$ cat config.mk
export PLATFORM = sky130hd
export DESIGN_NAME = pcs_sync_param
export DESIGN_NICKNAME = d
export VERILOG_FILES = /design/src/rtl/pcs_sync_param_pkg.sv /design/src/rtl/pcs_sync_param_cg_classify.sv /design/src/rtl/pcs_sync_param.sv
export SDC_FILE = /design/constraint.sdc
export NUM_CORES = 1
export LEC_CHECK = 0
export CAP_MARGIN = 40
export CORE_MARGIN = 2
export CORE_UTILIZATION = 44
export DETAILED_ROUTE_END_ITERATION = 10
export HOLD_SLACK_MARGIN = 0.05
export PLACE_DENSITY = 0.74
export REMOVE_ABC_BUFFERS = 1
export SLEW_MARGIN = 20
export SYNTH_ARGS = -nofsm -noshare
export SYNTH_HDL_FRONTEND = slang
export SYNTH_SLANG_ARGS = --single-unit
$ cat constraint.sdc
create_clock -name Clk -period 8.9 [get_ports Clk]
set_clock_uncertainty 0.05 [all_clocks]
set_input_delay 1.335 -clock Clk [delete_from_list [all_inputs] [get_ports Clk]]
set_output_delay 1.335 -clock Clk [all_outputs]
set_load 0.01 [all_outputs]
$ cat src/rtl/pcs_sync_param_pkg.sv
// Shared types and constants for the parametrised PCS
// code-group synchronizer and its classifier.
package pcs_sync_param_pkg;

  localparam int CG_W   = 10;
  localparam int ACQ_W  = 3;
  localparam int GOOD_W = 4;
  localparam int LVL_W  = 3;

  // abcdeif prefix shared by K28.1/K28.5/K28.7
  localparam logic [6:0] COMMA_N = 7'b0011111;
  localparam logic [6:0] COMMA_P = 7'b1100000;

  typedef enum logic [1:0] {
    PH_LOSS,
    PH_CDET,
    PH_ACQ,
    PH_SYNC
  } phase_t;

endpackage

$ cat src/rtl/pcs_sync_param_cg_classify.sv
// 8B/10B code-group classifier: flags table membership
// (either disparity) and K28.1/5/7 commas.
module pcs_sync_param_cg_classify
  import pcs_sync_param_pkg::*;
(
  input  logic [CG_W-1:0] cg,
  output logic            valid,
  output logic            comma
);

  logic [5:0] six;
  logic [3:0] four;
  logic       vm, vp;
  logic       rd_m, rd_p;
  logic       a7m, a7p;
  logic       dvalid, k28, kx7;

  assign six  = cg[9:4];
  assign four = cg[3:0];

  // 4b sub-block legal for running disparity rd
  function automatic logic dat4(
    input logic       rd,
    input logic [3:0] f,
    input logic       a7
  );
    logic ok;
    ok = 1'b0;
    if (!rd) begin
      case (f)
        4'b1011, 4'b1001, 4'b0101, 4'b1100,
        4'b1101, 4'b1010, 4'b0110: ok = 1'b1;
        4'b1110: ok = !a7;
        4'b0111: ok = a7;
        default: ok = 1'b0;
      endcase
    end else begin
      case (f)
        4'b0100, 4'b1001, 4'b0101, 4'b0011,
        4'b0010, 4'b1010, 4'b0110: ok = 1'b1;
        4'b0001: ok = !a7;
        4'b1000: ok = a7;
        default: ok = 1'b0;
      endcase
    end
    return ok;
  endfunction

  always_comb begin
    vm = 1'b0;
    vp = 1'b0;
    case (six)
      6'b110001, 6'b101001, 6'b011001, 6'b100101,
      6'b010101, 6'b110100, 6'b001101, 6'b101100,
      6'b011100, 6'b100011, 6'b010011, 6'b110010,
      6'b001011, 6'b101010, 6'b011010, 6'b100110,
      6'b010110, 6'b001110: begin
        vm = 1'b1;
        vp = 1'b1;
      end
      6'b100111, 6'b011101, 6'b101101, 6'b110101,
      6'b111000, 6'b111001, 6'b010111, 6'b011011,
      6'b111010, 6'b110011, 6'b110110, 6'b101110,
      6'b011110, 6'b101011: vm = 1'b1;
      6'b011000, 6'b100010, 6'b010010, 6'b001010,
      6'b000111, 6'b000110, 6'b101000, 6'b100100,
      6'b000101, 6'b001100, 6'b001001, 6'b010001,
      6'b100001, 6'b010100: vp = 1'b1;
      default: ;
    endcase
  end

  // running disparity after the 6b block
  assign rd_m = ($countones(six) == 4);
  assign rd_p = ($countones(six) != 2);

  assign a7m = six inside {6'b100011, 6'b010011, 6'b001011};
  assign a7p = six inside {6'b110100, 6'b101100, 6'b011100};

  assign dvalid =
    (vm && dat4(rd_m, four, rd_m ? a7p : a7m)) ||
    (vp && dat4(rd_p, four, rd_p ? a7p : a7m));

  assign k28 =
    (six == 6'b001111 && four inside {
      4'b0100, 4'b1001, 4'b0101, 4'b0011,
      4'b0010, 4'b1010, 4'b0110, 4'b1000}) ||
    (six == 6'b110000 && four inside {
      4'b1011, 4'b0110, 4'b1010, 4'b1100,
      4'b1101, 4'b0101, 4'b1001, 4'b0111});

  assign kx7 =
    (four == 4'b1000 && six inside {
      6'b111010, 6'b110110, 6'b101110, 6'b011110}) ||
    (four == 4'b0111 && six inside {
      6'b000101, 6'b001001, 6'b010001, 6'b100001});

  assign valid = dvalid || k28 || kx7;
  assign comma = valid &&
    (cg[9:3] == COMMA_N || cg[9:3] == COMMA_P);

endmodule

$ cat src/rtl/pcs_sync_param.sv
// Parametrised PCS receive code-group synchronizer with
// hysteresis levels, sync-level output and event pulses.
module pcs_sync_param
  import pcs_sync_param_pkg::*;
#(
  parameter int unsigned COMMA_ACQ    = 3,
  parameter int unsigned LOSS_DEPTH   = 4,
  parameter int unsigned GOOD_CGS_MAX = 3
) (
  input  logic             Clk,
  input  logic             mr_main_reset_n,
  input  logic             power_on,
  input  logic [CG_W-1:0]  PUDI,
  input  logic             PUDI_indicate,
  output logic [CG_W:0]    SUDI,
  output logic             code_sync_status,
  output logic [LVL_W-1:0] sync_level,
  output logic             sync_acquired,
  output logic             sync_lost
);

  localparam logic [ACQ_W-1:0]  ACQ_N  = ACQ_W'(COMMA_ACQ);
  localparam logic [LVL_W-1:0]  DEP_N  = LVL_W'(LOSS_DEPTH);
  localparam logic [GOOD_W-1:0] GOOD_N = GOOD_W'(GOOD_CGS_MAX);

  phase_t            phase_q, phase_d;
  logic [LVL_W-1:0]  lvl_q, lvl_d;
  logic [ACQ_W-1:0]  acq_q, acq_d;
  logic [GOOD_W-1:0] good_q, good_d, good_inc;
  logic              even_q, even_d;
  logic              acq_p, lost_p;
  logic              valid, comma, cgbad;
  logic              rst;

  pcs_sync_param_cg_classify u_cls (
    .cg    (PUDI),
    .valid (valid),
    .comma (comma)
  );

  assign rst      = !mr_main_reset_n || !power_on;
  assign cgbad    = !valid || (comma && even_q);
  assign good_inc = good_q + GOOD_W'(1);

  always_ff @(posedge Clk) begin
    if (rst) begin
      phase_q       <= PH_LOSS;
      lvl_q         <= '0;
      acq_q         <= '0;
      good_q        <= '0;
      even_q        <= 1'b0;
      SUDI          <= '0;
      sync_acquired <= 1'b0;
      sync_lost     <= 1'b0;
    end else begin
      phase_q       <= phase_d;
      lvl_q         <= lvl_d;
      acq_q         <= acq_d;
      good_q        <= good_d;
      even_q        <= even_d;
      sync_acquired <= acq_p;
      sync_lost     <= lost_p;
      if (PUDI_indicate) begin
        SUDI <= {even_d, PUDI};
      end
    end
  end

  always_comb begin
    phase_d = phase_q;
    lvl_d   = lvl_q;
    acq_d   = acq_q;
    good_d  = good_q;
    even_d  = even_q;
    acq_p   = 1'b0;
    lost_p  = 1'b0;
    if (PUDI_indicate) begin
      even_d = !even_q;
      case (phase_q)
        PH_LOSS: begin
          if (comma) begin
            phase_d = PH_CDET;
            acq_d   = ACQ_W'(1);
            even_d  = 1'b1;
          end
        end
        PH_CDET: begin
          if (valid && !comma) begin
            if (acq_q == ACQ_N) begin
              phase_d = PH_SYNC;
              lvl_d   = LVL_W'(1);
              good_d  = '0;
              acq_p   = 1'b1;
            end else begin
              phase_d = PH_ACQ;
            end
          end else begin
            phase_d = PH_LOSS;
            acq_d   = '0;
            good_d  = '0;
          end
        end
        PH_ACQ: begin
          if (comma && !even_q) begin
            phase_d = PH_CDET;
            acq_d   = acq_q + ACQ_W'(1);
            even_d  = 1'b1;
          end else if (comma || !valid) begin
            phase_d = PH_LOSS;
            acq_d   = '0;
            good_d  = '0;
          end
        end
        PH_SYNC: begin
          if (cgbad) begin
            good_d = '0;
            if (lvl_q == DEP_N) begin
              phase_d = PH_LOSS;
              lvl_d   = '0;
              acq_d   = '0;
              lost_p  = 1'b1;
            end else begin
              lvl_d = lvl_q + LVL_W'(1);
            end
          end else if (lvl_q != LVL_W'(1)) begin
            // a run of good groups climbs back one level
            if (good_inc == GOOD_N) begin
              lvl_d  = lvl_q - LVL_W'(1);
              good_d = '0;
            end else begin
              good_d = good_inc;
            end
          end
        end
        default: ;
      endcase
    end
  end

  assign code_sync_status = (phase_q == PH_SYNC);
  assign sync_level       = lvl_q;

endmodule

==> flow_summary.json <==
{
  "outcome": "finished clean",
  "clock_tree.buffer_depth": 2,
  "via_to_cell_ratio": 5.72,
  "synth_largest_type_area_fraction_pct": 23.2,
  "crit_slowest_cell": "sky130_fd_sc_hd__clkdlybuf4s50_1",
  "holdPathStages": 1,
  "power_switching_share_pct": 27.3,
  "cellInternalPower_uw": 209,
  "portBuffers": 30,
  "drt-pass1-iter-count": 4,
  "postSynth.asyncResetShare_pct": 0,
  "num_io_pins": 31,
  "crit_required_ps": 9040,
  "largest_stage_delay_on_the_critical_path_ps": 590,
  "rr_startpoint": "good_q[1]",
  "netlist_top_cells_count": "30 x sky130_fd_sc_hd__nand2_1, 26 x sky130_fd_sc_hd__dfxtp_1, 23 x sky130_fd_sc_hd__ha_1",
  "cts.reportedPaths.clkPinSlew_ps": 90,
  "grt_pass1_vias": 1844,
  "setup_repair_after_global_routing_missed_its_margin": "false",
  "p_per_area_nw_per_um2": 109,
  "clock_latency_ps": 270,
  "syn_to_final_growth_pct": 18.1,
  "critPathCaptureType": "flop",
  "post-place-ws_ps": 3430,
  "vdd_ir_drop_max_mv": 0.0689,
  "clockRootBuffer": "sky130_fd_sc_hd__clkbuf_8",
  "grt_remaining_overflow": 0,
  "yosys.cell_count.top_type": "sky130_fd_sc_hd__nand2_1",
  "cts_setup_buffers": 0,
  "clkPwrFrac_pct": 33.7,
  "fmax_ghz": 0.194,
  "die_y_um": 75.4,
  "maxSlewViolCount": 0,
  "setup_viol": 0,
  "overall_fraction_of_global_route_tracks_in_use_pct": 19.2,
  "pwr-share-comb_pct": 24.8,
  "grt_first_pass_wirelength_um": 8710,
  "cts_num_sinks": 26,
  "synthesis.yosys.warnings": 0,
  "post-route-period-util_pct": 58.0,
  "fin_crit_ps": 5170,
  "p_seq_share_pct": 41.5,
  "final.setup.worst_slack_ps": 3730,
  "netlist_top_cells_area": "sky130_fd_sc_hd__dfxtp_1 23%, sky130_fd_sc_hd__ha_1 13%, sky130_fd_sc_hd__mux2i_1 7.1%",
  "detail_route.wl_per_cell_um": 14.1,
  "cts_resized": 0,
  "post_route_cells_drive_above_1_share_pct": 5.39,
  "seq_total_area_yosys_pct": 23.2,
  "r2r_setup_slack_ps": 6790,
  "synth.distinct_cells": 61,
  "cts_hold_buffers": 0,
  "routed_wirelength_um": 5190,
  "drt.antenna.violating_nets": 0,
  "synth.ff_latch_count": 26,
  "tritoncts_clock_tree": "built",
  "timing.critical_path.from_type": "input port",
  "worstPathBufferInverterCount": 2,
  "synth_area_leader_cell": "sky130_fd_sc_hd__dfxtp_1",
  "power_leakage_uw": 0.00105,
  "critical_path_class": "in2reg",
  "synth-edff-count": 0,
  "grt_max_degree": 21,
  "timing.reg2reg.worst_path_depth": 9,
  "die_width_um": 75.4,
  "initial_core_util_pct": 44.8,
  "num_antenna_cells": 0,
  "rows": 26,
  "timing_worst_slew_pin_value_ps": 703,
  "avgSynthCellArea_um2": 8.14,
  "critical_path_maximum_fanout": 10,
  "netlist_area_um2": 2250,
  "report.final.hold_viol_count": 0,
  "drcViolationCount": 0,
  "cp_top_family": "adder cells",
  "timing.rr.end": "sync_level[2]",
  "grt_antenna_before_repair": 0,
  "core_area_um2": 5010,
  "crit_chain": "clkdlybuf4s50_1, ha_1, fa_1, ha_1, inv_1, ha_1, nor3b_1, a311o_1, nor4_4, o221ai_2, or4_1, a21oi_1",
  "power.net_switching_uw": 78.6,
  "number_of_buffers_inserted_during_clock_tree_synthesis": 3,
  "timing.max_cap.violations": 0,
  "nNetsFinal": 337,
  "cp_common_cell": "sky130_fd_sc_hd__ha_1",
  "min_delay_worst_endpoint": "SUDI[10]",
  "detailedRoute.firstIterationViolations": 97,
  "timing.hold.worst.start": "SUDI[10]",
  "cts_max_level": 1,
  "fin_setup_tns_ps": 0,
  "max-slew-margin-rel_pct": 52.5,
  "design.die.area_um2": 5690,
  "crit_arrival_ps": 5300,
  "detailroute.via_count": 2098,
  "logic_depth_of_the_worst_path_buffers_included": 12,
  "place.gp.congestion": 0.900,
  "hold_path.class": "reg2reg",
  "postSynth.topFlopCell": "sky130_fd_sc_hd__dfxtp_1",
  "synthesis.instances": 276,
  "dp.final_hpwl_um": 3980
}
==> cell usage in the layout, fill, tap and decap left out, types with 3 or more instances in the layout <==
cell type,count
sky130_fd_sc_hd__o21ai_0,9
sky130_fd_sc_hd__nor4_1,7
sky130_fd_sc_hd__a211oi_1,4
sky130_fd_sc_hd__a21o_1,3
sky130_fd_sc_hd__nor3_1,3
sky130_fd_sc_hd__mux2i_1,16
sky130_fd_sc_hd__clkdlybuf4s50_1,30
sky130_fd_sc_hd__a31oi_1,3
sky130_fd_sc_hd__o211ai_1,4
sky130_fd_sc_hd__o21a_1,5
sky130_fd_sc_hd__a22oi_1,3
sky130_fd_sc_hd__or3_1,3
sky130_fd_sc_hd__clkbuf_8,3
sky130_fd_sc_hd__dfxtp_1,26
sky130_fd_sc_hd__a21bo_2,3
sky130_fd_sc_hd__nor2_1,21
sky130_fd_sc_hd__inv_1,19
sky130_fd_sc_hd__and2_1,3
sky130_fd_sc_hd__a21oi_1,14
sky130_fd_sc_hd__nand2_1,30
sky130_fd_sc_hd__a211o_1,3
sky130_fd_sc_hd__nand3_1,10
sky130_fd_sc_hd__nand2b_1,3
sky130_fd_sc_hd__ha_1,23
==> routing by layer <==
metal,vias up,track usage [%],part of all wire [%]
met3,4,1.19,3.2
met4,0,2.92,0.58
met2,46,32.0,47
met1,989,28.1,49
li1,1059,-,-
met5,-,0,0
==> how the worst max path moves through the flow <==
| stage | start | endpoint |
|---|---|---|
| after global placement | PUDI[4] | phase_q[1] |
| after floorplan | PUDI[6] | phase_q[1] |
| after CTS | PUDI[4] | good_q[2] |
| after global routing | PUDI[8] | good_q[2] |
| final | PUDI[8] | good_q[2] |
| after detailed placement | PUDI[4] | acq_q[1] |
==> layout make-up <==
cell class	count	area, µm²
multi-input combinational	217	1590
clock buffer	3	41.3
sequential	26	520
tap	70	87.6
timing repair buffer	31	315
inverter	19	71.3
clock inverter	1	30.0
fill	504	2360
==> flip-flops by register name (all words and copies together) (netlist names) <==
register / flops
good_q: 4
sync_acquired: 1
even_q: 1
sync_lost: 1
sync_level: 3
SUDI: 11
acq_q: 3
phase_q: 2
==> cell families after synthesis <==
family,synth area share (%)
compound gates,25.5
xor+xnor,0.390
fa+ha+maj,14.6
buf+inv,6.24
flops,23.2
mux,8.13
simple gates,22.0
==> power groups by stage <==
stage / Combinational (µW) / Clock (µW) / Sequential, µW
after global routing: 79.6 / 103 / 120
final: 71.5 / 96.9 / 120
after CTS: 71.3 / 99.0 / 120
after global placement: 70.0 / 0 / 122
after floorplan: 44.3 / 0 / 123
after detailed placement: 70.9 / 0 / 122
==> metrics by stage <==
| step | hold WS (ps) | instances | power [µW] | area, µm² | util [%] |
|---|---|---|---|---|---|
| 3_3_place_gp | 386 | 362 | 192 | 2560 | 51.2 |
| 4_1_cts | 415 | 367 | 290 | 2650 | 52.9 |
| 2_1_floorplan | 388 | 262 | 167 | 2180 | - |
| 6_report | 409 | 367 | 288 | 2650 | 52.9 |
| 3_5_place_dp | 392 | 363 | 193 | 2580 | 51.5 |
| 5_1_grt | 432 | 367 | 302 | 2650 | 52.9 |
(Power assumes the default switching activity.)
